===== src/rtl/uart_pkg.sv =====
// Shared UART constants and baud-rate derivation.
// The transmitter and the receiver both use this package.
package uart_pkg;

  localparam int UART_DATA_BITS  = 8;
  localparam int UART_FRAME_BITS = 10;

  function automatic int symbol_edge_time(input int clock_freq, input int baud_rate);
    return clock_freq / baud_rate;
  endfunction

  // Kept at least one bit wide so that a degenerate one-cycle symbol still elaborates.
  function automatic int clock_counter_width(input int edge_time);
    return (edge_time > 1) ? $clog2(edge_time) : 1;
  endfunction

endpackage


===== src/rtl/uart_baud_tick.sv =====
// Free-running symbol timer: emits a single-cycle tick every SYMBOL_EDGE_TIME cycles.
// While clear is high the count is held at zero.
module uart_baud_tick
  import uart_pkg::*;
#(
  parameter int SYMBOL_EDGE_TIME = 1085
) (
  input  logic clk,
  input  logic rst,
  input  logic clear,
  output logic tick
);

  localparam int CLOCK_COUNTER_WIDTH = clock_counter_width(SYMBOL_EDGE_TIME);
  localparam logic [CLOCK_COUNTER_WIDTH-1:0] LAST_COUNT =
    CLOCK_COUNTER_WIDTH'(SYMBOL_EDGE_TIME - 1);

  logic [CLOCK_COUNTER_WIDTH-1:0] count;

  assign tick = ~clear & (count == LAST_COUNT);

  always_ff @(posedge clk or posedge rst) begin
    if (rst) begin
      count <= '0;
    end else if (clear || tick) begin
      count <= '0;
    end else begin
      count <= count + 1'b1;
    end
  end

endmodule


===== src/rtl/uart_transmitter.sv =====
// 8N1 UART transmitter. It accepts one byte per ready/valid handshake
// and shifts the frame out LSB first on serial_out.
module uart_transmitter
  import uart_pkg::*;
#(
  parameter int CLOCK_FREQ = 125_000_000,
  parameter int BAUD_RATE  = 115_200
) (
  input  logic                      clk,
  input  logic                      rst,
  input  logic [UART_DATA_BITS-1:0] data_in,
  input  logic                      data_in_valid,
  output logic                      data_in_ready,
  output logic                      serial_out
);

  localparam int SYMBOL_EDGE_TIME = symbol_edge_time(CLOCK_FREQ, BAUD_RATE);
  localparam logic [3:0] LAST_DATA_BIT = 4'(UART_DATA_BITS);
  localparam logic [3:0] LAST_BIT      = 4'(UART_FRAME_BITS - 1);

  typedef enum logic [1:0] {IDLE, START, DATA, STOP} state_t;

  state_t                     state, state_next;
  logic [UART_FRAME_BITS-1:0] shift_reg;
  logic [3:0]                 bit_count;
  logic                       tick, fire, load, advance;

  assign data_in_ready = (state == IDLE) & ~rst;
  assign fire          = data_in_valid & data_in_ready;
  // The shift register resets to all ones, so the line idles at mark without extra muxing.
  assign serial_out    = shift_reg[0];

  uart_baud_tick #(
    .SYMBOL_EDGE_TIME(SYMBOL_EDGE_TIME)
  ) baud_tick (
    .clk  (clk),
    .rst  (rst),
    .clear(state == IDLE),
    .tick (tick)
  );

  always_ff @(posedge clk or posedge rst) begin
    if (rst) begin
      state <= IDLE;
    end else begin
      state <= state_next;
    end
  end

  always_comb begin
    state_next = state;
    load       = 1'b0;
    advance    = 1'b0;
    case (state)
      IDLE: begin
        if (fire) begin
          load       = 1'b1;
          state_next = START;
        end
      end
      START: begin
        if (tick) begin
          advance    = 1'b1;
          state_next = DATA;
        end
      end
      DATA: begin
        if (tick) begin
          advance = 1'b1;
          if (bit_count == LAST_DATA_BIT) begin
            state_next = STOP;
          end
        end
      end
      STOP: begin
        if (tick) begin
          advance    = 1'b1;
          state_next = IDLE;
        end
      end
      default: state_next = IDLE;
    endcase
  end

  // Ones shift in from the top, so the stop bit and the following idle time need no special case.
  always_ff @(posedge clk or posedge rst) begin
    if (rst) begin
      shift_reg <= '1;
      bit_count <= '0;
    end else if (load) begin
      shift_reg <= {1'b1, data_in, 1'b0};
      bit_count <= '0;
    end else if (advance) begin
      shift_reg <= {1'b1, shift_reg[UART_FRAME_BITS-1:1]};
      bit_count <= (bit_count == LAST_BIT) ? 4'd0 : bit_count + 4'd1;
    end
  end

endmodule


===== config.mk =====
export PLATFORM = sky130hd
export DESIGN_NAME = uart_transmitter
export DESIGN_NICKNAME = d
export VERILOG_FILES = /design/src/rtl/uart_pkg.sv /design/src/rtl/uart_baud_tick.sv /design/src/rtl/uart_transmitter.sv
export SDC_FILE = /design/constraint.sdc
export NUM_CORES = 1
export LEC_CHECK = 0
export BUFFER_PORTS_ARGS = -buffer_cell sky130_fd_sc_hd__buf_2
export CORE_ASPECT_RATIO = 0.7
export CORE_MARGIN = 2
export CORE_UTILIZATION = 60
export CTS_CLUSTER_SIZE = 40
export DETAILED_ROUTE_END_ITERATION = 6
export PLACE_DENSITY = 0.81
export SYNTH_ARGS = -nofsm -noshare
export SYNTH_HDL_FRONTEND = slang
export SYNTH_SLANG_ARGS = --single-unit

===== constraint.sdc =====
create_clock -name clk -period 3.17 [get_ports clk]
set_clock_uncertainty 0.05 [all_clocks]
set_input_delay 0.317 -clock clk [delete_from_list [all_inputs] [get_ports clk]]
set_output_delay 0.317 -clock clk [all_outputs]
set_load 0.05 [all_outputs]

Yosys cells after proc, flatten, opt, wreduce, memory -nomap -nowiden
Cells that the tools add are included.
{ "op_classes": {"n_addsub": 2, "mul": 0, "n_div": 0, "n_lt_le_gt_ge": 0, "eq_ne": 11, "n_shift": 0, "n_mux": 16, "bitwise": 5, "n_reduce_logical": 5} }
{ "op_table": {"columns": ["op", "n"], "rows": [
  ["$mux 10", 2],
  ["$mux 4", 3],
  ["$add 11x1->11 const B", 1],
  ["$eq 11x11->1 const B", 1],
  ["$mux 11", 1],
  ["$mux 2", 5],
  ["$eq 4x4->1 const B", 2],
  ["$pmux 2 s4", 1],
  ["$ne 2x1->1 const B", 3],
  ["$reduce_and 5->1", 1],
  ["$add 4x1->4 const B", 1],
  ["$eq 2x2->1 const B", 2],
  ["$mux 1", 4],
  ["$ne 2x2->1 const B", 2],
  ["$and 1x1->1", 3],
  ["$reduce_or 3->1", 1],
  ["$eq 2x1->1 const B", 1],
  ["$logic_not 2->1", 1],
  ["$not 1->1", 2],
  ["$reduce_bool 2->1", 1],
  ["$logic_or 1x1->1", 1]
]} }
{ "totals": {"regBits": 27, "latch_bits": 0, "ramBits": 0, "romBits": 0, "input_bits": 11, "output_inout_bits": 2, "wordCells": 43, "mem_count": 0} }

Logic depth before layout (Yosys ltp)
{ "logic_depth": {"word_depth": 7, "ltp_mapped": 7, "mapped_depth_nobuf": 6} }

Modules after synthesis
A second synthesis with hierarchy kept.
{ "unflattened": {"hier_cells": 154, "hier_area_um2": 1438.9} }
{ "modules_own_cells": {"columns": ["mod", "n_inst", "cells_per_inst", "area_per_inst_um2", "seq_area_each_um2"], "rows": [
  ["uart_transmitter", 1, 90, 818.3, 386.6],
  ["uart_baud_tick", 1, 64, 620.6, 275.3]
]} }

Worst setup path before layout
No wires, ideal clock.
{ "synth_path": {"kind": "reg2reg", "start": "register baud_tick.count[7]", "end": "register bit_count[3]", "setup_time_ns": 0.131, "t_arrival_ns": 1.783, "required_ns": 2.989, "setup_slack_ns": 1.206, "path_stages_with_launch": 6, "period_less_slack_ns": 1.964, "path_cell_list": "dfrtp_1 > or4b_4 > or4_1 > buf_2 > nor4_2 > a211oi_2"} }
{ "synth_between": {"elab_chain_cells": 5} }
{ "synth_rtl": {"columns": ["element", "line", "rtl"], "rows": [
  ["start, declared", "uart_baud_tick.sv:18", "logic [CLOCK_COUNTER_WIDTH-1:0] count;"],
  ["start signal, assigned", "uart_baud_tick.sv:28", "count <= count + 1'b1;"],
  ["$eq 11x11->1", "uart_baud_tick.sv:20", "assign tick = ~clear & (count == LAST_COUNT);"],
  ["$and 1x1->1", "uart_baud_tick.sv:20", null],
  ["$mux 1", "uart_transmitter.sv:62, uart_transmitter.sv:68, uart_transmitter.sv:76", null],
  ["$mux 1", null, null],
  ["$reduce_bool 2->1 (no line)", null, null],
  ["end signal, assigned", "uart_transmitter.sv:95", "bit_count <= (bit_count == LAST_BIT) ? 4'd0 : bit_count + 4'd1;"],
  ["end, declared", "uart_transmitter.sv:25", "logic [3:0] bit_count;"]
]} }
Every way passes these cells.
A chain may end at the register's enable or synchronous reset.

Worst setup path after layout
{ "layout_path": {"start": "register baud_tick.count[6]", "end": "register bit_count[2]"} }
The elaborated chain is that of the path after synthesis.

==> results.json <==
{
  "synth-simple-area-share_pct": 18.65,
  "final_common_cell": "nor2_1",
  "diodes": 0,
  "yosys_register_bits": 26,
  "synthMuxAreaShare_pct": 5.135,
  "worstSetupEndpoint": "bit_count[2]",
  "grt_max_degree": 27,
  "first_global_vias": 971,
  "rr_startpoint": "baud_tick.count[6]",
  "synthCells": 134,
  "status": "finished clean",
  "synth_fa_ha_area_share_pct": 6.306,
  "post-route-period-util_pct": 67.24,
  "die_h_um": 44.26,
  "dieArea_mm2": 0.002722,
  "initial_core_util_pct": 63.94,
  "cts_root_buf": "clkbuf_4",
  "portBuffers": 12,
  "worstSetupEndpointType": "register",
  "cts_buffers": 3,
  "startpoint_type": "register",
  "synth_nets": 152,
  "tightest_slew_ns": 0.9521,
  "synth-xor-area-share_pct": 6.306,
  "cap_viol_max_count": 0,
  "worstSetupPathType": "register to register",
  "antenna_found_initial": 0,
  "ctsHoldBuffers": 0,
  "rsz0062_at_grt": "no",
  "cp.depth": 4,
  "syn-cell-area_mm2": 0.001389,
  "grt_use_total_pct": 21.95,
  "avgSynthCellArea_um2": 10.36,
  "rr_worst_depth": 4,
  "numClockSinks": 26,
  "firstDrtPassIters": 5,
  "mostFrequentLayoutCells": "nor2_1, dfrtp_1, buf_2",
  "cp_cell_sequence": "or4b_4, or4_1, o21ai_0, a21oi_1",
  "max_freq_ghz": 0.4692,
  "critPathMaxFanout": 5,
  "holdCritStartpoint": "data_in[7]",
  "critPathMaxStageDelay_ns": 0.65,
  "drc_errors": 0,
  "p_leak_uw": 0.0007072,
  "yosysWarnings": 0,
  "reg2reg_to": "bit_count[2]",
  "setup_viol_count_final": 0,
  "area.growth.synth_to_final_pct": 9.820,
  "cpMaxStageDelayCell": "or4_1",
  "place_congestion": 0.7924,
  "arrival_ns": 2.29,
  "cts.repair.resized": 0,
  "crit_family": "simple AND/OR/NAND/NOR gates",
  "wl_per_cell_um": 14.14,
  "dp_cells": 174,
  "pin_count": 13,
  "fin_area_mm2": 0.001525,
  "row_count": 14,
  "wl_um": 2517,
  "ir_drop_mv": 0.3832,
  "min_path_cells": 3,
  "clock_latency_ns": 0.33,
  "htree_num_levels": 1,
  "drt_iter0_drc": 39,
  "synth_compound_area_share_pct": 11.80,
  "synth.distinct_cells": 33,
  "dr_total_vias": 981,
  "largest_reg_flops": 11,
  "grt_overflow_total": 0,
  "clkTransAtPathRegs_ns": 0.13,
  "drv_slew": 0,
  "final_hold_viol_count": 0,
  "via_per_inst": 5.511,
  "die_x_um": 61.51,
  "clk_path_buf_depth": 2,
  "placed_cell_area_mm2": 0.001473,
  "design.core.area_mm2": 0.002172,
  "ant_nets": 0,
  "tns_ns": 0,
  "worstPathRequired_ns": 3.32,
  "slew_headroom_pct": 36.46,
  "final_cell_count_no_fill": 178,
  "postCtsSetupBuffers": 0,
  "min_period_ns": 2.132,
  "grt_pass1_wl_um": 4271,
  "power.density_mw_per_mm2": 374.6,
  "crit_start": "baud_tick.count[6]",
  "tritoncts": "done",
  "seq_area_frac_synth_pct": 47.66,
  "reg2reg_setup_slack_ns": 1.04,
  "layout-drive-gt1-share_pct": 22.60,
  "dp_hpwl_um": 1865,
  "synth_top_family_by_area": "simple AND/OR/NAND/NOR gates",
  "path_buf_inv": 0,
  "fin_nets": 165,
  "min_path_type": "primary input to register"
}
how the worst min path moves through the flow:
stage                         endpoint  slack (ns)
global placement          shift_reg[1]        0.45
floorplan           baud_tick.count[0]        0.30
detailed placement        shift_reg[2]        0.45
global route              shift_reg[8]        0.10
CTS                       shift_reg[8]        0.10
finish                    shift_reg[8]        0.11
stage by stage:
stage	total power, µW	hold slack (ns)	setup WS [ns]	utilization (%)
finish	571.3	0.1142	1.038	70.22
global route	595.3	0.1046	0.9179	70.22
CTS	578.3	0.1016	1.040	70.22
detailed placement	351.7	0.4538	1.064	67.80
global placement	351.2	0.4472	1.119	67.80
floorplan	343.4	0.3003	1.206	-
power breakdown:
part	leakage [µW]	switching [µW]	internal [µW]
Sequential	0.000296	0	332
Combinational	0.000383	8.23	4.76
Clock	0.0000279	97.9	128
Total	0.000707	106	465
logic make-up (layout without fill, tap and decap cells):
kind of cell               count (synthesis)  after routing
and+or+nand+nor                           49             49
DFF                                       26             26
AOI/OAI and AO/OA                         21             21
buffers and inverters                     14             26
xor gates and xnor gates                  10             10
adders and majority gates                  7              7
muxes                                      7              7
cell usage after synthesis:
master	count	area (µm²)
xnor2_1	5	43.79
dfrtp_1	17	425.4
and3b_1	1	8.760
o211ai_1	1	7.510
inv_1	9	33.78
a22o_1	4	35.03
nor3_1	4	20.02
mux2i_1	6	60.06
or4_1	1	7.510
mux2_2	1	11.26
a211oi_2	1	12.51
o21ai_0	5	25.02
nor2b_1	1	6.260
nand2_1	8	30.03
o31ai_4	1	21.27
dfstp_2	9	236.5
nor4_2	2	25.02
nand3b_1	1	7.510
nand3_1	4	20.02
or2_2	1	6.260
nand2b_1	2	12.51
a21o_1	4	30.03
o41ai_1	2	17.52
buf_4	1	7.510
clkbuf_1	3	11.26
nand4_1	4	25.02
ha_1	7	87.58
xor2_1	5	43.79
a21oi_1	3	15.01
buf_2	1	5.000
or4b_4	1	13.76
and4_1	1	8.760
nor2_1	18	67.56
routing by layer:
metal	GRT usage [%]	wire, µm	vias to the layer above
met1	28.60	1176	482
li1	-	-	485
met3	7.018	79	5
met2	36.00	1239	9
met5	0	0	-
met4	5.106	22	0
layout make-up:
| cell class | instances | area (µm²) |
|---|---|---|
| Tap cell | 32 | 40.04 |
| Multi-Input combinational cell | 94 | 669.4 |
| Inverter | 9 | 33.78 |
| Clock inverter | 1 | 30.03 |
| Fill cell | 180 | 646.9 |
| Sequential cell | 26 | 661.9 |
| Clock buffer | 3 | 22.52 |
| Timing Repair Buffer | 13 | 67.56 |
worst reg2reg max path, cell delays in order (launching register included):
cell	delay, ns
dfrtp_1	0.46
or4b_4	0.55
or4_1	0.65
o21ai_0	0.21
a21oi_1	0.08
(Power assumes the default switching activity.)
